File: config.mk
export PLATFORM = sky130hd
export DESIGN_NAME = uart_apb_seq
export DESIGN_NICKNAME = d
export VERILOG_FILES = /design/src/rtl/uart_apb_seq.sv
export SDC_FILE = /design/constraint.sdc
export NUM_CORES = 1
export LEC_CHECK = 0
export CAP_MARGIN = 20
export CORE_UTILIZATION = 42
export DETAILED_ROUTE_END_ITERATION = 7
export HOLD_SLACK_MARGIN = 0.06
export PLACE_DENSITY = 0.72
export RECOVER_POWER = 50
export SLEW_MARGIN = 10
export SYNTH_ARGS = -nofsm -noshare
export SYNTH_HDL_FRONTEND = slang
export SYNTH_SLANG_ARGS = --single-unit
export TNS_END_PERCENT = 10
File: constraint.sdc
create_clock -name clk -period 1.95 [get_ports clk]
set_input_delay 0.195 -clock clk [delete_from_list [all_inputs] [get_ports clk]]
set_output_delay 0.195 -clock clk [all_outputs]
set_load 0.03 [all_outputs]
File: src/rtl/uart_apb_seq.sv
// APB master sequencer for a 16550-style UART register port.
// After reset it programs the UART for 8N1 at a fixed divisor. It then
// polls LSR and moves bytes between a valid/ready stream pair and
// THR/RBR. RX is served ahead of TX so the UART receive FIFO does not overrun.
module uart_apb_seq #(
  parameter int          ADDR_WIDTH = 12,
  parameter logic [15:0] DIVISOR    = 16'd100,
  parameter int          TX_DEPTH   = 4
) (
  input  logic                  clk,
  input  logic                  rstn,
  input  logic                  tx_valid_i,
  input  logic [7:0]            tx_data_i,
  output logic                  tx_ready_o,
  output logic                  rx_valid_o,
  output logic [7:0]            rx_data_o,
  input  logic                  rx_ready_i,
  output logic                  init_done_o,
  output logic [ADDR_WIDTH-1:0] addr_o,
  output logic [31:0]           wdata_o,
  output logic                  write_o,
  output logic                  sel_o,
  output logic                  enable_o,
  input  logic [31:0]           rdata_i,
  input  logic                  ready_i
);

  localparam int PTR_W = $clog2(TX_DEPTH);
  localparam int CNT_W = PTR_W + 1;
  localparam logic [CNT_W-1:0] FULL_CNT = CNT_W'(TX_DEPTH);

  // UART register map (byte addresses on a 32-bit register bus).
  localparam logic [ADDR_WIDTH-1:0] ADDR_RBR_THR = ADDR_WIDTH'(32'h00);
  localparam logic [ADDR_WIDTH-1:0] ADDR_IER_DLM = ADDR_WIDTH'(32'h04);
  localparam logic [ADDR_WIDTH-1:0] ADDR_FCR     = ADDR_WIDTH'(32'h08);
  localparam logic [ADDR_WIDTH-1:0] ADDR_LCR     = ADDR_WIDTH'(32'h0C);
  localparam logic [ADDR_WIDTH-1:0] ADDR_LSR     = ADDR_WIDTH'(32'h14);
  localparam logic [2:0]            LAST_INIT    = 3'd5;

  typedef enum logic [2:0] {
    ST_INIT,    // programming the register file
    ST_POLL,    // reading LSR
    ST_DECIDE,  // idle cycle between transfers, choose next action
    ST_RX_RD,   // reading RBR
    ST_TX_WR    // writing THR
  } state_e;

  typedef struct packed {
    logic [ADDR_WIDTH-1:0] addr;
    logic [7:0]            data;
  } init_wr_t;

  state_e           state;
  logic [2:0]       init_idx;
  logic             lsr_dr;
  logic             lsr_thre;
  init_wr_t         init_wr;
  logic             access_done;

  logic [7:0]       fifo_mem [TX_DEPTH];
  logic [PTR_W-1:0] wr_ptr;
  logic [PTR_W-1:0] rd_ptr;
  logic [CNT_W-1:0] count;
  logic             push;
  logic             pop;
  logic [7:0]       tx_head;

  // Only the low byte of read data carries information from this UART.
  logic             unused_rdata;
  assign unused_rdata = ^rdata_i[31:8];

  assign access_done = sel_o && enable_o && ready_i;
  assign tx_ready_o  = (count != FULL_CNT);
  assign push        = tx_valid_i && tx_ready_o;
  assign pop         = (state == ST_TX_WR) && access_done;
  assign tx_head     = fifo_mem[rd_ptr];

  // Ordered INIT write table: divisor latch open, divisor, 8N1, FIFOs, no IRQs.
  always_comb begin
    // NOTE: default assignment first so every path drives init_wr and no latch is inferred.
    init_wr = '{addr: ADDR_IER_DLM, data: 8'h00};
    case (init_idx)
      3'd0:    init_wr = '{addr: ADDR_LCR,     data: 8'h83};
      3'd1:    init_wr = '{addr: ADDR_RBR_THR, data: DIVISOR[7:0]};
      3'd2:    init_wr = '{addr: ADDR_IER_DLM, data: DIVISOR[15:8]};
      3'd3:    init_wr = '{addr: ADDR_LCR,     data: 8'h03};
      3'd4:    init_wr = '{addr: ADDR_FCR,     data: 8'h07};
      default: init_wr = '{addr: ADDR_IER_DLM, data: 8'h00};
    endcase
  end

  // TX FIFO storage: written on push only.
  // NOTE: the data array is deliberately not reset; emptiness is tracked by count/pointers alone.
  always_ff @(posedge clk) begin
    if (push) fifo_mem[wr_ptr] <= tx_data_i;
  end

  // TX FIFO pointers and occupancy; simultaneous push and pop leave count unchanged.
  always_ff @(posedge clk or negedge rstn) begin
    if (!rstn) begin
      wr_ptr <= '0;
      rd_ptr <= '0;
      count  <= '0;
    end else begin
      if (push) wr_ptr <= wr_ptr + PTR_W'(1);
      if (pop)  rd_ptr <= rd_ptr + PTR_W'(1);
      case ({push, pop})
        2'b10:   count <= count + CNT_W'(1);
        2'b01:   count <= count - CNT_W'(1);
        default: count <= count;
      endcase
    end
  end

  // Sequencer FSM with registered APB and RX stream outputs.
  always_ff @(posedge clk or negedge rstn) begin
    if (!rstn) begin
      state       <= ST_INIT;
      init_idx    <= '0;
      init_done_o <= 1'b0;
      sel_o       <= 1'b0;
      enable_o    <= 1'b0;
      write_o     <= 1'b0;
      addr_o      <= '0;
      wdata_o     <= '0;
      rx_valid_o  <= 1'b0;
      rx_data_o   <= '0;
      lsr_dr      <= 1'b0;
      lsr_thre    <= 1'b0;
    end else begin
      // NOTE: state uses non-blocking assignments; a later assignment in this block overrides an earlier one.
      if (rx_valid_o && rx_ready_i) rx_valid_o <= 1'b0;
      // Every SETUP cycle is followed by ACCESS.
      if (sel_o && !enable_o) enable_o <= 1'b1;

      case (state)
        ST_INIT: begin
          if (!sel_o) begin
            sel_o   <= 1'b1;
            write_o <= 1'b1;
            addr_o  <= init_wr.addr;
            wdata_o <= {24'h0, init_wr.data};
          end else if (access_done) begin
            sel_o    <= 1'b0;
            enable_o <= 1'b0;
            if (init_idx == LAST_INIT) begin
              init_done_o <= 1'b1;
              state       <= ST_POLL;
            end else begin
              init_idx <= init_idx + 3'd1;
            end
          end
        end

        ST_POLL: begin
          if (!sel_o) begin
            sel_o   <= 1'b1;
            write_o <= 1'b0;
            addr_o  <= ADDR_LSR;
            wdata_o <= '0;
          end else if (access_done) begin
            sel_o    <= 1'b0;
            enable_o <= 1'b0;
            lsr_dr   <= rdata_i[0];
            lsr_thre <= rdata_i[5];
            state    <= ST_DECIDE;
          end
        end

        ST_DECIDE: begin
          // This cycle is the idle gap; the next transfer's SETUP starts at the edge.
          sel_o <= 1'b1;
          if (lsr_dr && !rx_valid_o) begin
            write_o <= 1'b0;
            addr_o  <= ADDR_RBR_THR;
            wdata_o <= '0;
            state   <= ST_RX_RD;
          end else if (lsr_thre && (count != '0)) begin
            write_o <= 1'b1;
            addr_o  <= ADDR_RBR_THR;
            wdata_o <= {24'h0, tx_head};
            state   <= ST_TX_WR;
          end else begin
            write_o <= 1'b0;
            addr_o  <= ADDR_LSR;
            wdata_o <= '0;
            state   <= ST_POLL;
          end
        end

        ST_RX_RD: begin
          if (access_done) begin
            sel_o      <= 1'b0;
            enable_o   <= 1'b0;
            rx_data_o  <= rdata_i[7:0];
            rx_valid_o <= 1'b1;
            state      <= ST_POLL;
          end
        end

        ST_TX_WR: begin
          if (access_done) begin
            sel_o    <= 1'b0;
            enable_o <= 1'b0;
            state    <= ST_POLL;
          end
        end

        default: begin
          sel_o    <= 1'b0;
          enable_o <= 1'b0;
          state    <= ST_INIT;
        end
      endcase
    end
  end

endmodule

### Yosys cells after proc, flatten, opt, wreduce, memory -nomap -nowiden

Memories as Yosys holds them, arrays and structs flattened.
Cells that the tools add are included.

| word-level totals | value |
|---|---|
| bits in registers | 72 |
| bits in latches | 0 |
| bits in writable memories | 32 |
| memory bits (read-only) | 0 |
| input bits | 45 |
| output and inout bits | 58 |
| logic and storage cells | 103 |
| memories | 1 |

| operators by class | value |
|---|---|
| $add $sub $neg | 5 |
| multiply operators | 0 |
| divide/modulo/power cells | 0 |
| order comparisons | 0 |
| equal/unequal tests | 19 |
| shift-type cells | 0 |
| muxes and demuxes | 39 |
| bitwise logic cells | 1 |
| reductions and logical operators | 23 |

Memories:

| name | words | bits a word | rd ports | clocked after Yosys merged registers in | write ports | RTL line | source |
|---|---|---|---|---|---|---|---|
| fifo_mem | 4 | 8 | 1 | 0 | 1 | 60 | `logic [7:0] fifo_mem [TX_DEPTH];` |

Operators by type and width:

| cell | count |
|---|---|
| $pmux W32 S3 | 1 |
| $mux W32 | 2 |
| $pmux W12 S4 | 1 |
| $pmux W12 S3 | 1 |
| $mux W12 | 2 |
| $mux W3 | 8 |
| $mux W8 | 2 |
| $mux W1 | 15 |
| $ne A2 B2 Y1 const B | 7 |
| $pmux W3 S4 | 1 |
| $mux W5 | 2 |
| $eq A3 B2 Y1 const B | 3 |
| $eq A3 B3 Y1 const B | 3 |
| $pmux W1 S3 | 3 |
| $logic_and A1 B1 Y1 | 8 |
| $reduce_and A4 Y1 | 2 |
| $add A3 B1 Y3 const B | 2 |
| $eq A3 B1 Y1 const B | 2 |
| $logic_not A3 Y1 | 2 |
| $pmux W3 S2 | 1 |
| $reduce_and A3 Y1 | 2 |
| $reduce_and A6 Y1 | 1 |
| $reduce_bool A3 Y1 | 2 |
| $add A2 B1 Y2 const B | 2 |
| other kinds (10) | 12 |

### Longest topological paths before layout

| logic depth | value |
|---|---|
| word-level depth | 6 |
| gate-level depth with buffers | 10 |
| depth with buffers taken out | 10 |

### Worst setup path before layout

OpenSTA, ideal clock, no wires.

| path | value |
|---|---|
| kind | register to register |
| start point | register count[0] |
| end point | register count[2] |
| library setup time | 79 ps |
| data arrival time | 2128 ps |
| required time | 1871 ps |
| setup slack | -257 ps |
| stages on the path, launching flop included | 11 |
| buffers on the path | 0 |
| clock period less this slack | 2207 ps |
| path through | dfrtp_1 inv_1 nand3_1 and2_1 inv_1 ha_1 inv_1 fa_1 xor2_1 nor2_1 xor2_1 |

| on the way | value |
|---|---|
| word-level cells in the longest chain between the ends | 4 |
| elaborated cells on any way between the ends | 8 |
| classes of those cells | add/sub: 2; eq/ne: 3; mux: 1; reduce/logical: 2 |

Ends and longest elaborated chain:

| element | RTL line | source |
|---|---|---|
| start: declaration | 63 | `logic [CNT_W-1:0] count;` |
| start signal: assignment | 108 | `2'b10: count <= count + CNT_W'(1);` |
| start signal: assignment | 109 | `2'b01: count <= count - CNT_W'(1);` |
| start signal: assignment | 110 | `default: count <= count;` |
| $ne A3 B3 Y1 * | 73 | `assign tx_ready_o = (count != FULL_CNT);` |
| via tx_ready_o | 14 | `output logic tx_ready_o,` |
| $logic_and A1 B1 Y1 * | 74 | `assign push = tx_valid_i && tx_ready_o;` |
| $eq A2 B1 Y1 / $eq A2 B2 Y1 (equally long branches) | 107 | `case ({push, pop})` |
| $pmux W3 S2 / $reduce_bool A2 Y1 (equally long branches) | n/a |  |

Mark *: on every way through the listed nets, which the timed path passes. The rest lies on a longest branch.
A chain may end at the register's enable or synchronous reset.

### Final worst setup path

| path | value |
|---|---|
| start point | register count[2] |
| end point | output tx_ready_o |

| on the way | value |
|---|---|
| word-level cells in the longest chain between the ends | 1 |

Ends and longest elaborated chain:

| element | RTL line |
|---|---|
| $ne A3 B3 Y1 | 73 |
| end: declaration | 14 |

Every way passes these cells.

==> results.yml <==
pwr:
  power_leakage_nw: 1.75
  peakVddDrop_mv: 0.648
  p_per_area_mw_per_mm2: 1430
setup_path:
  cp_data_required_time_ns: 1.75
  crit_fanout: 5
  cp-end-kind: "output port"
  critical_path_class: "flip-flop to output port"
  critPathLaunchType: "flip-flop"
  cp.arrival_ns: 1.68
routing:
  drc: 0
  wl_per_cell_um: 13.6
  drtPass1Iterations: 4
  routed_wl_um: 5880
  ant_nets: 0
  vias: 2090
  avgViaCountPerCell: 4.84
  drt_iter0_markers: 65
synthesis:
  yosysSeqAreaShare: 0.576
  syn_area_per_cell_um2: 13.3
  synthCells: 252
  yosys.area.top_type: "dfrtp_1"
  synth-edff-count: 32
  synthDistinctLibCells: 49
  synth.area.top_cells: "dfrtp_1, edfxtp_1, buf_4, mux4_2, mux2_2"
  synth_ff_type: "dfrtp_1"
  synthArstFlopShare: 0.549
  synth_common_cells: "dfrtp_1, buf_4, edfxtp_1"
  netlist_area_mm2: 0.00336
  yosysTopAreaCellShare: 0.290
  synth.most_common_cell: "dfrtp_1"
  synth-seq-cells: 71
  ys.warnings.count: 0
floorplan:
  core_mm2: 0.00773
  die_y_um: 91.5
  start_util: 0.435
  ioPinCount: 103
  rows: 32
  die_x_um: 91.5
  die-area_mm2: 0.00837
cells_and_area:
  antennaDiodeCount: 0
  num-nets-final: 380
  area_delta_synth_final_pct: 25.0
  drive_above_1_share: 0.227
  final_util: 0.544
grt:
  overflow: 0
  grt_pass1_vias: 1949
  grt_pass1_wl_um: 9430
  grt_max_degree: 25
  grt_use_total: 0.149
  antenna_found_initial: 0
cts:
  insertion_delay_ns: 0.34
  clock_path_buffers: 2
  cts_htree_levels: 3
  root_buffer: "clkbuf_8"
  cts-buffers-inserted: 9
  cts_tree: "built"
  cts_sinks: 71
  path_clk_slew_ns: 0.08
place:
  dpl.hpwl_um: 4220
  io_buffers: 45
  post-place-ws_ns: -0.140
  place_congestion: 0.772
timing:
  clock.fmax_mhz: 533
  setup_viol: 0
  skew_ns: 0.00760
  tightest_slew_ns: 0.616
  period_share: 0.962
  max_slew_margin: 0.590
  slew_viol_final: 0
  hold_viol_final: 0
  rsz0062_at_grt: "false"
  worst_slack_ns: 0.0734
  period_needed_ns: 1.88
outcome:
  status: "complete, no violations"
run:
  max_cap_violations: 0
worst_hold_path:
  min_path_type: "primary input to async pin"
## logic make-up (layout without fill, tap and decap cells)
kind of cell | after synthesis | in the layout | synth area share
flip-flops | 71 | 71 | 0.576
AND/OR/NAND/NOR | 55 | 55 | 0.0968
buffers and inverters | 50 | 96 | 0.0949
AO/OA/AOI/OAI | 34 | 34 | 0.0674
multiplexers | 24 | 24 | 0.106
adder cells (fa/ha/maj) | 10 | 10 | 0.0395
XOR/XNOR | 7 | 7 | 0.0182
other | 1 | 33 | 0.00112
## per-layer routing
metal  wire, µm  global-route usage  vias up
met5          0                   0        -
met4         70              0.0595        0
met3        258              0.0360        5
met2       2950               0.242       66
met1       2600               0.191     1033
li1           -                   -      986
## per-stage QoR
stage	cell area (µm²)	power [mW]	hold WS (ns)	cells	TNS, ns
floorplan	3520	3.94	-0.101	284	0
global placement	3970	4.68	0.0257	411	-0.111
detailed placement	3970	4.76	0.0246	411	-0.147
CTS	4190	6.00	0.172	428	0
global route	4200	6.35	0.271	432	0
finish	4200	6.00	0.236	432	0
## worst paths after layout
check	from	slack, ns	depth (start not counted)	to
setup / recovery	count[2]$_DFFE_PN0P_	0.07	3	tx_ready_o
hold reg to reg	addr_o[3]$_DFFE_PN0P_	0.48	2	addr_o[3]$_DFFE_PN0P_
setup reg to reg	enable_o$_DFF_PN0_	0.12	8	count[2]$_DFFE_PN0P_
max in group asynchronous	rstn	0.81	3	enable_o$_DFF_PN0_
min in group clk	rx_ready_i	0.43	3	rx_valid_o$_DFF_PN0_
hold / removal	rstn	0.24	2	wr_ptr[0]$_DFFE_PN0P_
## timing repair
item	in CTS	in global routing
endpoints found under the hold margin	39	0
hold buffers	1	0
buffers inserted	0	4
resized for setup	0	2
endpoints found under the setup margin	0	1
## sequential cells by signal (all words and copies together) (netlist names), 2 cells and up
name       flops
fifo_mem      32
rx_data_o      8
wdata_o        8
addr_o         3
count          3
init_idx       3
state          3
rd_ptr         2
wr_ptr         2
## layout make-up
cell class / instances / area (µm²)
clock inverters: 7 / 85.1
fillers: 662 / 3520
flip-flops and latches: 71 / 1940
well taps: 102 / 128
inverters: 12 / 45.0
repair buffers: 68 / 626
multi-input cells: 163 / 1260
clock buffers: 9 / 124
## cell usage in the layout (no fill, tap or decap), types with 8 or more instances in the layout
cell type	synthesis	layout
clkdlybuf4s50_1	0	36
edfxtp_1	32	32
inv_1	12	9
conb_1	1	33
a21oi_1	12	12
clkbuf_8	0	9
dfrtp_1	39	37
ha_1	9	8
nand2_1	13	13
buf_4	34	19
mux2_2	13	13
mux4_2	8	8
dlygate4sd3_1	0	9
nor2_1	12	11
## critical path: stages (launching register included)
cell and delay [ns]:
dfrtp_1 0.44, nand3_4 0.11, buf_4 0.13, clkdlybuf4s50_1 0.66
## report_power, final
| group | internal (mW) | total, mW | switching [mW] |
|---|---|---|---|
| registers | 2.02 | 2.30 | 0.277 |
| logic | 1.11 | 2.47 | 1.36 |
| clock network | 0.618 | 1.23 | 0.613 |
(Power assumes the default switching activity.)
